==> src/rtl/seg_pkg.sv <==
// seg_pkg -- shared constants and types for the seven-segment scan controller.
//   CODE_W      width of the code handed to the cathode decoder
//   CODE_P      decoder code for the letter 'p'
//   CODE_DASH   decoder code for '-', shown while no word has been loaded
//   scan_state_e  EMPTY (showing "----") / RUN (showing a committed word)
//   digit_idx_t   2-bit scan position, 0 = rightmost digit
package seg_pkg;

  localparam int                CODE_W    = 5;
  localparam logic [CODE_W-1:0] CODE_P    = 5'h10;
  localparam logic [CODE_W-1:0] CODE_DASH = 5'h11;
  localparam int                N_DIGITS  = 4;

  typedef enum logic [0:0] {
    SCAN_EMPTY = 1'b0,
    SCAN_RUN   = 1'b1
  } scan_state_e;

  typedef logic [1:0] digit_idx_t;

  // Active-low one-hot anode pattern for a scan position.
  function automatic logic [N_DIGITS-1:0] anode_sel(input digit_idx_t idx);
    return ~(4'b0001 << idx);
  endfunction

endpackage

==> src/rtl/seg_scan_ctrl_if.sv <==
// seg_scan_ctrl_if -- valid/ready load channel into the scan controller.
//   in_data   16-bit word, four hex nibbles, [3:0] = rightmost digit
//   in_valid  producer offers in_data
//   in_ready  controller can take a word (no word pending)
// Modports: master = producer side, slave = seg_scan_ctrl side.
interface seg_scan_ctrl_if;

  logic [15:0] in_data;
  logic        in_valid;
  logic        in_ready;

  modport master (output in_data, output in_valid, input in_ready);
  modport slave  (input in_data, input in_valid, output in_ready);

endinterface

==> src/rtl/seg_prescaler.sv <==
// seg_prescaler -- slot timer for the digit scan.
//   clk     system clock
//   rst_n   asynchronous active-low reset
//   o_tick  high during the last cycle of each CLK_DIV-cycle slot
// Parameter CLK_DIV: clk cycles per digit slot (>= 2).
module seg_prescaler #(
  parameter int CLK_DIV = 50000
) (
  input  logic clk,
  input  logic rst_n,
  output logic o_tick
);

  localparam int               CNT_W = $clog2(CLK_DIV);
  localparam logic [CNT_W-1:0] LAST  = CNT_W'(CLK_DIV - 1);

  logic [CNT_W-1:0] r_cnt;

  assign o_tick = (r_cnt == LAST);

  always_ff @(posedge clk or negedge rst_n) begin
    if (!rst_n) begin
      r_cnt <= '0;
    end else if (o_tick) begin
      r_cnt <= '0;
    end else begin
      r_cnt <= r_cnt + CNT_W'(1);
    end
  end

endmodule

==> src/rtl/seg_scan_ctrl.sv <==
// seg_scan_ctrl -- four-digit multiplexed display scan controller.
//   clk         system clock, rising edge
//   rst_n       asynchronous active-low reset
//   bus         load channel (seg_scan_ctrl_if.slave): in_data/in_valid/in_ready
//   disp_en     1 = display lit, 0 = all anodes off (scan keeps running)
//   digit_code  code for the external cathode decoder (0x0-0xF, 0x10 'p', 0x11 '-')
//   anode       one-hot active-low digit enable
//   frame_tick  one-cycle pulse in the first cycle of each new frame
// Optional build macro LEADING_ZERO_BLANK_EN: once a word is shown, digits
// that are zero together with every digit to their left stay dark
// (digit 0 always lights).
module seg_scan_ctrl
  import seg_pkg::*;
#(
  parameter int CLK_DIV = 50000
) (
  input  logic               clk,
  input  logic               rst_n,
  seg_scan_ctrl_if.slave     bus,
  input  logic               disp_en,
  output logic [CODE_W-1:0]  digit_code,
  output logic [3:0]         anode,
  output logic               frame_tick
);

  localparam logic [0:0] S_EMPTY = 1'(SCAN_EMPTY);
  localparam logic [0:0] S_RUN   = 1'(SCAN_RUN);

  logic                        w_tick;
  logic                        w_wrap;
  logic                        w_commit;
  logic                        w_accept;
  digit_idx_t                  r_idx;
  digit_idx_t                  w_idx_next;
  logic                        r_pending;
  logic [15:0]                 r_pend_data;
  logic [0:0]                  r_state;
  logic [0:0]                  w_state_next;
  logic [3:0][CODE_W-1:0]      r_shadow;
  logic [3:0][CODE_W-1:0]      w_shadow_next;
  logic [3:0]                  w_blank;
  logic [3:0]                  w_anode_next;
  logic [CODE_W-1:0]           w_code_next;
  logic [3:0]                  r_anode;
  logic [CODE_W-1:0]           r_code;
  logic                        r_frame_tick;

  seg_prescaler #(.CLK_DIV(CLK_DIV)) u_prescaler (
    .clk    (clk),
    .rst_n  (rst_n),
    .o_tick (w_tick)
  );

  // Frame boundary: the slot tick that moves the scan from digit 3 to 0.
  // Committing only here keeps every frame showing a single word.
  assign w_wrap   = w_tick && (r_idx == 2'd3);
  assign w_commit = w_wrap && r_pending;
  assign w_accept = bus.in_valid && !r_pending;

  assign bus.in_ready = ~r_pending;

  assign w_idx_next   = w_tick ? digit_idx_t'(r_idx + 2'd1) : r_idx;
  assign w_state_next = w_commit ? S_RUN : r_state;

  for (genvar gi = 0; gi < N_DIGITS; gi++) begin : g_shadow
    assign w_shadow_next[gi] = w_commit ? {1'b0, r_pend_data[4*gi +: 4]}
                                        : r_shadow[gi];
  end

`ifdef LEADING_ZERO_BLANK_EN
  logic [3:0] w_zero;

  for (genvar gi = 0; gi < N_DIGITS; gi++) begin : g_zero
    assign w_zero[gi] = (w_shadow_next[gi] == '0);
  end

  assign w_blank[0] = 1'b0;
  for (genvar gi = 1; gi < N_DIGITS; gi++) begin : g_blank
    assign w_blank[gi] = (w_state_next == S_RUN) && (&w_zero[3:gi]);
  end
`else
  assign w_blank = '0;
`endif

  // Outputs are registered from next-state values so anode, code and the
  // shadow contents all switch on the same edge as the scan index.
  assign w_anode_next = disp_en ? (anode_sel(w_idx_next) | w_blank) : 4'hF;
  assign w_code_next  = (w_state_next == S_EMPTY) ? CODE_DASH
                                                  : w_shadow_next[w_idx_next];

  always_ff @(posedge clk or negedge rst_n) begin
    if (!rst_n) begin
      r_idx        <= '0;
      r_pending    <= 1'b0;
      r_pend_data  <= '0;
      r_state      <= S_EMPTY;
      r_shadow     <= {N_DIGITS{CODE_DASH}};
      r_anode      <= 4'hF;
      r_code       <= CODE_DASH;
      r_frame_tick <= 1'b0;
    end else begin
      r_idx <= w_idx_next;
      if (w_accept) begin
        r_pending   <= 1'b1;
        r_pend_data <= bus.in_data;
      end else if (w_commit) begin
        r_pending   <= 1'b0;
      end
      r_state      <= w_state_next;
      r_shadow     <= w_shadow_next;
      r_anode      <= w_anode_next;
      r_code       <= w_code_next;
      r_frame_tick <= w_wrap;
    end
  end

  assign anode      = r_anode;
  assign digit_code = r_code;
  assign frame_tick = r_frame_tick;

endmodule

==> src/flat_wrapper.sv <==
// flat-port wrapper written by rule: the top's interface ports become plain ports
module seg_scan_ctrl_flat import seg_pkg::*;
#(
  parameter int CLK_DIV = 50000
)
  (clk, rst_n, disp_en, digit_code, anode, frame_tick, bus_in_data, bus_in_valid, bus_in_ready);
  seg_scan_ctrl_if bus_i ();
  input  logic clk;
  input  logic rst_n;
  input  logic disp_en;
  output logic [CODE_W-1:0] digit_code;
  output logic [3:0] anode;
  output logic frame_tick;
  input wire logic [$bits(bus_i.in_data)-1:0] bus_in_data;
  input wire logic [$bits(bus_i.in_valid)-1:0] bus_in_valid;
  output wire logic [$bits(bus_i.in_ready)-1:0] bus_in_ready;
  assign bus_i.in_data = bus_in_data;
  assign bus_i.in_valid = bus_in_valid;
  assign bus_in_ready = bus_i.in_ready;
  seg_scan_ctrl #(.CLK_DIV(CLK_DIV)) u_core (.clk(clk), .rst_n(rst_n), .bus(bus_i), .disp_en(disp_en), .digit_code(digit_code), .anode(anode), .frame_tick(frame_tick));
endmodule
==> config.mk <==
export PLATFORM = sky130hd
export DESIGN_NAME = seg_scan_ctrl_flat
export DESIGN_NICKNAME = d
export VERILOG_FILES = /design/src/rtl/seg_pkg.sv /design/src/rtl/seg_scan_ctrl_if.sv /design/src/rtl/seg_prescaler.sv /design/src/rtl/seg_scan_ctrl.sv /design/src/flat_wrapper.sv
export SDC_FILE = /design/constraint.sdc
export NUM_CORES = 1
export LEC_CHECK = 0
export CORE_AREA = 2 2 75 77
export CTS_BUF_LIST = sky130_fd_sc_hd__clkbuf_8
export CTS_CLUSTER_SIZE = 25
export DETAILED_ROUTE_END_ITERATION = 8
export DIE_AREA = 0 0 77 79
export PLACE_DENSITY_LB_ADDON = 0.25
export SYNTH_ARGS = -nofsm -noshare
export SYNTH_HDL_FRONTEND = slang
export SYNTH_SLANG_ARGS = --single-unit
==> constraint.sdc <==
create_clock -name clk -period 3.51 [get_ports clk]
set_clock_uncertainty 0.15 [all_clocks]
set_input_delay 0.351 -clock clk [delete_from_list [all_inputs] [get_ports clk]]
set_output_delay 0.351 -clock clk [all_outputs]
set_load 0.02 [all_outputs]
==> results.json <==
{
  "seq_area_frac_synth_pct": 59.9,
  "first_pass_iters": 4,
  "grt_max_degree": 39,
  "cts_tree": "done",
  "routedWlPerCell_microns": 14.1,
  "crit_start": "u_core.u_prescaler.r_cnt[5]",
  "synth_edf_count": 0,
  "dr.first_iter.drc_count": 89,
  "status": "finished clean",
  "vias": 1598,
  "syn_inst": 198,
  "power_density_nw_per_um2": 443,
  "viasPerCell": 5.07,
  "crit_fanout": 13,
  "ys.flop_type": "dfrtp_1",
  "r2r_start": "u_core.u_prescaler.r_cnt[5]",
  "synth_cell_types": 36,
  "async_reset_ff_share_pct": 100,
  "synth_largest_area_cell": "dfrtp_1",
  "arrival_ns": 2.73,
  "placement.cell_area_sq_um": 3160,
  "dpl.cell_count": 298,
  "synth_seq_cells": 66,
  "io_pins": 31,
  "hpwl_microns": 3120,
  "antenna_found_initial": 0,
  "clock_latency_ns": 0.33,
  "die-area_sq_um": 6080,
  "max-vdd-ir-drop_mv": 0.300,
  "fillCellCount": 430,
  "routed_wl_microns": 4450,
  "drive_gt1_share_pct": 31.7,
  "avgSynthCellArea_sq_um": 14.1,
  "hold_viol_final": 0,
  "coreArea_sq_um": 5340,
  "power_leakage_nw": 1.51,
  "grt-ovfl-total": 0,
  "port-buffer-count": 30,
  "start_kind": "flip-flop",
  "required_ns": 3.58,
  "design_area_sq_um": 3380,
  "cp-end-kind": "flip-flop",
  "fp.dieH_microns": 79,
  "synthesis.area_sq_um": 2790,
  "htreeDepth": 3,
  "nets": 260,
  "post-route-util_pct": 63.4,
  "cts_setup_buffers": 0,
  "tightest_slew_ns": 0.636,
  "fmax_ghz": 0.375,
  "post_cts_resized": 0,
  "ant_nets": 0,
  "ctsHoldBuffers": 1,
  "fin_crit_sh_pct": 75.9,
  "numCtsBuffers": 9,
  "setup-tns-final_ns": 0,
  "regArea_sq_um": 1670,
  "grt_pass1_wl_microns": 8000,
  "cts_root_buf": "clkbuf_8",
  "max-cap-violations": 0,
  "netlist_top_cells_area": "dfrtp_1 47%, dfstp_2 13%, mux2_2 13%, xor2_1 2.5%, mux4_2 2.4%",
  "insertedDiodeCount": 0,
  "grt_usage_pct": 17.2,
  "relSlewSlack_pct": 57.6,
  "initial_utilization_pct": 52.2,
  "first_global_vias": 1717,
  "synth_fp_nets": 220,
  "min_from": "u_core.r_state",
  "die_w_microns": 77,
  "worstSetupPathType": "flip-flop to flip-flop",
  "setup_viol": 0,
  "path_clk_slew_ns": 0.06,
  "rsz0062_at_grt": "no",
  "final_cells": 315,
  "synth_top_area_share_pct": 46.7,
  "rows": 27,
  "period_needed_ns": 2.66,
  "yosys_warnings": 0,
  "routabilityCongestion": 0.741,
  "multi_input_area_sq_um": 1060,
  "hold_class": "flip-flop to flip-flop",
  "cts_buffer_depth": 2,
  "slew_viol_final": 0,
  "drcViolationCount": 0,
  "area_delta_synth_final_pct": 21.3,
  "cts.sinks": 66
}
==> worst paths after layout <==
check,end,slack [ns],depth (start not counted)
min,u_core.digit_code[4],0.29,1
min in group asynchronous,u_core.r_shadow[1],0.43,2
min reg2reg,u_core.digit_code[4],0.29,1
max,u_core.digit_code[2],0.85,6
max reg2reg,u_core.digit_code[2],0.85,6
max in group asynchronous,u_core.r_shadow[5],1.85,3
==> final cells by class <==
type / count / share of cell area (%)
sequential: 66 / 49.4
multi-input combinational: 122 / 31.3
timing repair buffer: 35 / 9.91
clock buffer: 12 / 4.88
tap: 72 / 2.66
clock inverter: 4 / 1.26
inverter: 4 / 0.592
==> kinds of logic after synthesis <==
kind of cell               after synthesis  synth area share [%]
AOI/OAI and AO/OA                        5                  1.21
xor gates and xnor gates                15                  5.39
adders and majority gates                2                 0.898
buffers and inverters                   10                  2.11
DFF                                     66                  59.9
muxes                                   42                  18.6
and+or+nand+nor                         58                  11.9
==> registers in the layout (all words and copies together), names as in the netlist <==
register,cells
u_core.anode,4
u_core.digit_code,5
u_core.frame_tick,1
u_core.r_idx,2
u_core.r_pend_data,16
u_core.r_pending,1
u_core.r_shadow,20
u_core.r_state,1
u_core.u_prescaler.r_cnt,16
==> through the flow <==
stage | hold slack [ns] | setup WS [ns] | power, mW
after floorplan | -0.0946 | 1.07 | 0.827
after global placement | 0.262 | 0.843 | 0.869
after detailed placement | 0.257 | 0.858 | 0.871
after CTS | 0.290 | 0.848 | 1.51
after global routing | 0.331 | 0.634 | 1.56
final | 0.290 | 0.846 | 1.50
==> routing by layer <==
layer	part of all wire, %	up-vias	GRT usage (%)
li1	-	765	-
met1	44	797	22.2
met2	50	26	26.7
met3	3.5	10	3.86
met4	2.3	0	10.7
met5	0	-	0
==> power breakdown <==
part,switching [mW],total [mW],internal (mW)
Combinational,0.0235,0.0603,0.0367
Sequential,0.0117,0.796,0.784
Clock,0.261,0.641,0.380
Total,0.296,1.50,1.20
==> critical path, stage by stage (launching register included) <==
cell and delay [ns]:
dfrtp_1 0.43, nor4b_1 0.34, nand4_1 0.23, nor2_4 0.38, mux2_2 0.40, mux4_2 0.44, and2_1 0.18
==> cells in the final DEF, fill, tap and decap left out, drive strengths merged, types with 2 or more instances in the layout <==
cell type       n
xor2            8
clkbuf         12
inv             6
dfrtp          52
clkdlybuf4s50  29
a21oi           2
buf             5
ha              2
nor2b           7
and3            5
and2            4
nor4b           2
mux2           35
and4            2
mux2i           4
dfstp          14
nand2           8
xnor2           7
nor4bb          3
nor2           14
nand3          11
mux4            3
==> Yosys cell counts, types with 2 or more instances <==
cell      instances
mux2_1            2
dfstp_2          14
nor2_1           13
nand2_1           8
ha_1              2
and4_1            2
and2_1            4
nor4b_1           2
clkbuf_1          3
mux2i_1           3
nor4bb_1          2
and3_1            4
nand3_1          11
buf_6             2
mux2_2           32
xnor2_1           6
xor2_1            8
mux4_2            3
nor2b_1           7
inv_1             2
a21oi_1           2
dfrtp_1          52
Note: power is estimated with default switching activity, not from simulation.
